<file path="config.mk">
export PLATFORM = sky130hd
export DESIGN_NAME = sample_mem_scheduler
export DESIGN_NICKNAME = d
export VERILOG_FILES = /design/src/rtl/mem_sched_pkg.sv /design/src/rtl/ring_addr_sub.sv /design/src/rtl/sample_mem_scheduler.sv
export SDC_FILE = /design/constraint.sdc
export NUM_CORES = 1
export LEC_CHECK = 0
export CORE_UTILIZATION = 45
export DETAILED_ROUTE_END_ITERATION = 8
export DONT_BUFFER_PORTS = 1
export GPL_TIMING_DRIVEN = 0
export PLACE_DENSITY = 0.67
export SYNTH_ARGS = -nofsm -noshare
export SYNTH_HDL_FRONTEND = slang
export SYNTH_HIERARCHICAL = 1
export SYNTH_SLANG_ARGS = --single-unit
</file>
<file path="constraint.sdc">
create_clock -name clk -period 6.1 [get_ports clk]
set_clock_uncertainty 0.15 [all_clocks]
set_input_delay 1.22 -clock clk [delete_from_list [all_inputs] [get_ports clk]]
set_output_delay 1.22 -clock clk [all_outputs]
set_load 0.01 [all_outputs]
</file>
<file path="src/rtl/mem_sched_pkg.sv">
// Shared types and constants for the sample/impulse memory scheduler.
package mem_sched_pkg;

    // Frame sequencing states
    typedef enum logic [2:0] {
        IDLE,
        WRITE,
        COEF,
        SAMP,
        DONE
    } state_t;

    // Tap word layout: delay increment in the high byte, gain in the low byte
    localparam int DELAY_MSB = 15;
    localparam int DELAY_LSB = 8;
    localparam int GAIN_MSB  = 7;
    localparam int GAIN_LSB  = 0;

    // Last address of the sample ring
    localparam logic [15:0] RING_TOP = 16'hFFFF;

endpackage

</file>
<file path="src/rtl/ring_addr_sub.sv">
// Combinational ring address: steps back cum_delay samples from newest,
// wrapping inside [buf_base, top of memory], and flags delays that do not fit.
module ring_addr_sub #(
    parameter int ADDR_W = 16
) (
    input  logic [ADDR_W-1:0] newest,
    input  logic [ADDR_W:0]   cum_delay,
    input  logic [ADDR_W-1:0] buf_base,
    output logic [ADDR_W-1:0] ring_addr,
    output logic              out_of_range
);

    logic [ADDR_W:0] ring_size;
    logic [ADDR_W:0] diff;
    logic [ADDR_W:0] wrapped;

    // Subtract the delay; fold back by the ring size when it lands below the ring
    always_comb begin
        ring_size    = {1'b1, {ADDR_W{1'b0}}} - {1'b0, buf_base};
        diff         = {1'b0, newest} - cum_delay;
        wrapped      = diff + ring_size;
        out_of_range = (cum_delay >= ring_size);
        if ((cum_delay > {1'b0, newest}) || (diff[ADDR_W-1:0] < buf_base)) begin
            ring_addr = wrapped[ADDR_W-1:0];
        end else begin
            ring_addr = diff[ADDR_W-1:0];
        end
    end

endmodule

</file>
<file path="src/rtl/sample_mem_scheduler.sv">
// Per-sample memory scheduler: one ring write of the new sample, then a walk of
// the impulse table fetching (delayed sample, gain) pairs for the reverb MAC.
module sample_mem_scheduler
    import mem_sched_pkg::*;
#(
    parameter int ADDR_W = 16,
    parameter int DATA_W = 16,
    parameter int TAP_W  = 11
) (
    input  logic              clk,
    input  logic              rst,
    input  logic              sample_tick,
    input  logic              record,
    input  logic [DATA_W-1:0] sample_in,
    input  logic [TAP_W-1:0]  num_taps,
    input  logic [ADDR_W-1:0] buf_base,
    output logic              mem_req,
    output logic              mem_we,
    output logic [ADDR_W-1:0] mem_addr,
    output logic [DATA_W-1:0] mem_wdata,
    input  logic              mem_ready,
    input  logic [DATA_W-1:0] mem_rdata,
    output logic              tap_valid,
    output logic [DATA_W-1:0] tap_sample,
    output logic [7:0]        tap_gain,
    output logic              frame_done,
    output logic              overrun
);

    state_t            state_reg, state_next;
    logic [ADDR_W-1:0] wp_reg;
    logic [ADDR_W-1:0] newest_reg;
    logic [ADDR_W:0]   cum_delay_reg;
    logic [TAP_W-1:0]  count_reg;
    logic [TAP_W-1:0]  index_reg;
    logic [7:0]        gain_reg;
    logic [DATA_W-1:0] wdata_reg;
    logic              tap_valid_reg;
    logic [DATA_W-1:0] tap_sample_reg;
    logic [7:0]        tap_gain_reg;
    logic              overrun_reg;

    logic [ADDR_W-1:0] samp_addr;
    logic              samp_oor;
    logic [ADDR_W-1:0] prev_addr;
    logic              prev_oor;
    logic [ADDR_W-1:0] prev_newest;
    logic [ADDR_W-1:0] write_addr;
    logic [TAP_W:0]    index_inc;

    // Address of the delayed sample for the current tap
    ring_addr_sub #(.ADDR_W(ADDR_W)) u_samp_addr (
        .newest       (newest_reg),
        .cum_delay    (cum_delay_reg),
        .buf_base     (buf_base),
        .ring_addr    (samp_addr),
        .out_of_range (samp_oor)
    );

    // Last written sample (one behind the write pointer) for frames without a write
    ring_addr_sub #(.ADDR_W(ADDR_W)) u_prev_addr (
        .newest       (wp_reg),
        .cum_delay    ((ADDR_W+1)'(1)),
        .buf_base     (buf_base),
        .ring_addr    (prev_addr),
        .out_of_range (prev_oor)
    );

    // A one-slot ring has nowhere else to step back to
    assign prev_newest = prev_oor ? wp_reg : prev_addr;
    // A pointer left below a moved ring base restarts at the base
    assign write_addr  = (wp_reg < buf_base) ? buf_base : wp_reg;
    assign index_inc   = {1'b0, index_reg} + (TAP_W+1)'(1);

    // State register
    always_ff @(posedge clk) begin
        if (rst) begin
            state_reg <= IDLE;
        end else begin
            state_reg <= state_next;
        end
    end

    // Next state and memory port drive; port fields follow registered state only,
    // so they stay put while the memory stalls
    always_comb begin
        state_next = state_reg;
        mem_req    = 1'b0;
        mem_we     = 1'b0;
        mem_addr   = '0;
        mem_wdata  = '0;
        case (state_reg)
            IDLE: begin
                if (sample_tick) begin
                    if (record) begin
                        state_next = WRITE;
                    end else if (num_taps == '0) begin
                        state_next = DONE;
                    end else begin
                        state_next = COEF;
                    end
                end
            end
            WRITE: begin
                mem_req   = 1'b1;
                mem_we    = 1'b1;
                mem_addr  = write_addr;
                mem_wdata = wdata_reg;
                if (mem_ready) begin
                    state_next = (count_reg == '0) ? DONE : COEF;
                end
            end
            COEF: begin
                mem_req  = 1'b1;
                mem_addr = ADDR_W'(index_reg);
                if (mem_ready) begin
                    state_next = SAMP;
                end
            end
            SAMP: begin
                mem_req  = 1'b1;
                mem_addr = samp_addr;
                if (samp_oor) begin
                    state_next = DONE;
                end else if (mem_ready) begin
                    state_next = (index_inc < {1'b0, count_reg}) ? COEF : DONE;
                end
            end
            DONE: begin
                state_next = IDLE;
            end
            default: begin
                state_next = IDLE;
            end
        endcase
    end

    // Frame datapath: pointers, tap walk and registered MAC outputs
    always_ff @(posedge clk) begin
        if (rst) begin
            wp_reg         <= buf_base;
            newest_reg     <= '0;
            cum_delay_reg  <= '0;
            count_reg      <= '0;
            index_reg      <= '0;
            gain_reg       <= '0;
            wdata_reg      <= '0;
            tap_valid_reg  <= 1'b0;
            tap_sample_reg <= '0;
            tap_gain_reg   <= '0;
            overrun_reg    <= 1'b0;
        end else begin
            tap_valid_reg <= 1'b0;
            overrun_reg   <= sample_tick && (state_reg != IDLE);
            case (state_reg)
                IDLE: begin
                    if (sample_tick) begin
                        count_reg     <= num_taps;
                        cum_delay_reg <= '0;
                        index_reg     <= '0;
                        wdata_reg     <= sample_in;
                        newest_reg    <= record ? wp_reg : prev_newest;
                    end
                end
                WRITE: begin
                    if (mem_ready) begin
                        newest_reg <= write_addr;
                        wp_reg     <= (write_addr == RING_TOP) ? buf_base : write_addr + 1'b1;
                    end
                end
                COEF: begin
                    if (mem_ready) begin
                        cum_delay_reg <= cum_delay_reg + (ADDR_W+1)'(mem_rdata[DELAY_MSB:DELAY_LSB]);
                        gain_reg      <= mem_rdata[GAIN_MSB:GAIN_LSB];
                    end
                end
                SAMP: begin
                    if (!samp_oor && mem_ready) begin
                        tap_valid_reg  <= 1'b1;
                        tap_sample_reg <= mem_rdata;
                        tap_gain_reg   <= gain_reg;
                        index_reg      <= index_inc[TAP_W-1:0];
                    end
                end
                default: begin
                end
            endcase
        end
    end

    assign tap_valid  = tap_valid_reg;
    assign tap_sample = tap_sample_reg;
    assign tap_gain   = tap_gain_reg;
    assign frame_done = (state_reg == DONE);
    assign overrun    = overrun_reg;

endmodule

</file>
==> results.md <==
* Status: finished with violations
* Number of placed I/O pins at 125
* Post-synth top area share at 17.7%
* Fin. Hold Viols at 0
* Drt initial violations at 850
* Worst-margin pin slew at 0.946 ns
* H-Tree Level Count at 4
* Max reg flops at 17
* Antenna Violating Nets Remaining at 0
* Largest area contributor in the synthesized netlist: sky130_fd_sc_hd__ha_1
* Post-layout min period at 6.13 ns
* Die Width at 176 um
* Total congestion overflow at 0
* Max-cap violation count at 0
* Fraction of power consumed by the clock network at 16.5%
* Register bit total from synthesis at 124
* Smallest setup slack after layout at -0.0314 ns
* Commonest register cell after synthesis: sky130_fd_sc_hd__dfxtp_1
* Ranking of synthesized cells by area: sky130_fd_sc_hd__ha_1 (18%), sky130_fd_sc_hd__dfxtp_1 (16%), sky130_fd_sc_hd__nand2_1 (6.8%)
* Violations in the final reports: negative setup slack
* Number of sinks on the clock net at 124
* Root Buffer: sky130_fd_sc_hd__clkbuf_16
* PwrDens at 379 mW/mm^2
* Number of enable-type register cells in the synthesized netlist at 16
* Reg power frac at 17.0%
* Antenna diodes at 0
* Final hold slack at 0.303 ns
* Register-to-register setup slack at 0.78 ns
* Effective utilization at floorplan at 46.0%
* Number of nets at the end of the flow at 2182
* Fraction of layout cells with a size suffix above 1 at 11.8%
* Height of the die at 176 um
* Max Root-Sink Buffers at 2
* Switch share at 45.9%
* Async set-or-reset flop fraction in the synthesized netlist at 0%
* TritonCTS clock tree: yes
* Vias at 13400
* Worst min-delay path class: register to register
* Distinct cells, synth at 96
* Highest attainable clock frequency at 163 MHz
* Vias in the first global route at 12800
* Required time of the critical path at 4.73 ns
* Routed wire length at 42000 um
* VDD IR max at 0.281 mV
* Initial antenna violation count at 0
* Placed wire-length estimate at 33100 um
* Crit share post-route at 101%
* Most common library cell in the layout ignoring fill and taps: sky130_fd_sc_hd__nand2_1
* Kind of start point of the critical path: register
* Final setup vio count at 7
* Post-placement cell count at 2262
* Area delta synth->final at 13.9%
* Synthesized area at 0.0137 sq mm
* Global Route Usage Sum at 26.7%
* Tightest slew margin relative to the limit at 36.8%
* Final estimated routing congestion in global placement at 0.919
* Final Non-Filler Cells at 2323
* Synthesized instance count at 1826
* Warnings from Yosys at 6
* Global-route wire length before repair at 66000 um
* Iteration count of the initial detailed-routing pass at 8
* Number of buffers inserted by port buffering at 0
* Detailed-route DRC error count at 0
* Pleak at 6.65 nW
* Switching power of the nets at 2.71 mW
* Setup repair after global routing missed its margin: yes
* Post-layout total power at 5.90 mW
* Largest net degree at the start of global routing at 17
* Internal Dissipation at 3.19 mW
* Fraction of the yosys area taken by sequential cells at 19.3%
* Clock transition at the registers of the reported paths at 0.07 ns
* Core area at 0.0297 sq mm
* Combinational power share at 66.5%
* Die Outline Area at 0.0311 sq mm
* Aggregate negative setup slack at -0.109 ns
* Average instance area after synthesis at 7.48 sq um
* Pins Over Slew Limit at 0
* Routed via count divided by cell count at 5.79
* Arrival time of data at the critical path endpoint at 4.76 ns
* Commonest non-fill, non-tap cells in the layout: sky130_fd_sc_hd__nand2_1 (245), sky130_fd_sc_hd__inv_1 (185), sky130_fd_sc_hd__ha_1 (180), sky130_fd_sc_hd__a21oi_1 (159), sky130_fd_sc_hd__nor2_1 (105)
* Crit path max fanout at 6
* Clk_lat worst skew at 0.43 ns
* Critical path capture point type: primary output
* Type of the worst setup path: register to primary output
* Standard-cell rows at 63
* Final design utilization at 52.4%
* Routed WL per cell at 18.1 um
* Total clock buffers created by CTS at 17
## layer usage
metal / vias up / GRT usage (%) / share of wire [%]
met5: - / 0 / 0
met4: 0 / 7.97 / 2.3
met3: 68 / 5.17 / 7.5
met2: 475 / 44.1 / 46
met1: 6336 / 35.0 / 45
li1: 6565 / - / -
## through the flow
step | setup WS (ns) | instance area [sq um]
floorplan | 0.587 | 13800
global placement | -0.228 | 14300
detailed placement | -0.294 | 14300
CTS | -0.0367 | 15200
global route | -0.247 | 15600
finish | -0.0314 | 15600
## kinds of logic after synthesis
logic type               after synthesis  share of synthesized area, %
flip-flops                           124                          19.3
buffers and inverters                258                          7.77
multiplexers                          38                          3.08
other                                  2                        0.0550
AND/OR/NAND/NOR                      614                          21.3
XOR/XNOR                             103                          6.66
AO/OA/AOI/OAI                        487                          23.2
adder cells (fa/ha/maj)              200                          18.6
## power groups by stage
stage               logic, mW  clock network [mW]  registers (mW)
CTS                      3.47               0.986            1.00
global route             4.24                1.02            1.01
detailed placement       3.10                   0            1.02
finish                   3.92               0.975            1.00
global placement         3.03                   0            1.01
floorplan                2.42                   0           0.980
## critical path, stage by stage (launching register included)
cell,delay (ns)
sky130_fd_sc_hd__dfxtp_4,0.37
sky130_fd_sc_hd__inv_2,0.05
sky130_fd_sc_hd__ha_4,0.26
sky130_fd_sc_hd__a21o_1,0.18
sky130_fd_sc_hd__a21oi_2,0.22
sky130_fd_sc_hd__nand2_1,0.11
sky130_fd_sc_hd__a21o_1,0.18
sky130_fd_sc_hd__a21oi_2,0.18
sky130_fd_sc_hd__xnor2_2,0.13
sky130_fd_sc_hd__ha_1,0.32
sky130_fd_sc_hd__a21o_1,0.13
sky130_fd_sc_hd__a21oi_2,0.07
sky130_fd_sc_hd__o211ai_1,0.13
sky130_fd_sc_hd__o211ai_1,0.15
sky130_fd_sc_hd__maj3_2,0.33
sky130_fd_sc_hd__o31a_1,0.29
sky130_fd_sc_hd__a211oi_4,0.26
sky130_fd_sc_hd__buf_6,0.17
sky130_fd_sc_hd__buf_8,0.12
sky130_fd_sc_hd__nand2_1,0.06
sky130_fd_sc_hd__o21ai_1,0.09
sky130_fd_sc_hd__nand3_1,0.13
sky130_fd_sc_hd__o21ai_0,0.13
sky130_fd_sc_hd__a21oi_1,0.07
sky130_fd_sc_hd__nor2_2,0.21
## Yosys cell counts (all sizes together), types with 7 or more instances
cell type / count
o211ai: 19
o21ai: 103
nand2b: 14
nand2: 248
nand4: 20
nand3: 65
a31oi: 21
or2: 7
dfxtp: 108
a22oi: 13
clkbuf: 51
a211oi: 12
and4: 9
nor2: 117
xor2: 29
a21o: 33
edfxtp: 16
buf: 16
a21oi: 171
mux2: 20
inv: 191
o21a: 23
o21bai: 11
and2: 8
nor3: 36
mux2i: 18
a311oi: 8
and3: 39
nor4: 15
ha: 193
a21boi: 7
nor2b: 15
xnor2: 74
o31a: 8
## final timing paths
check	endpoint	depth (start not counted)	start
worst min-delay path	wdata_reg[6]	2	wdata_reg[6]
worst max register to register	newest_reg[15]	20	wp_reg[0]
worst min register to register	wdata_reg[6]	2	wdata_reg[6]
worst max-delay path	mem_addr[1]	24	newest_reg[3]
## repair_timing
| item | in CTS | in global routing |
|---|---|---|
| pin swaps | 26 | 39 |
| hold buffers | 0 | 0 |
| gates cloned | 0 | 1 |
| resized for setup | 72 | 48 |
| setup endpoints to repair | 16 | 16 |
| buffers inserted | 16 | 14 |
## layout make-up
cell class	count	area (sq um)
Tap cell	390	488
Clock buffer	18	429
Sequential cell	124	2670
Inverter	191	717
Buffer	66	353
Clock inverter	14	120
Multi-Input combinational cell	1490	10500
Timing Repair Buffer	30	279
Fill cell	2890	14200
Note: power is estimated with default switching activity, not from simulation.
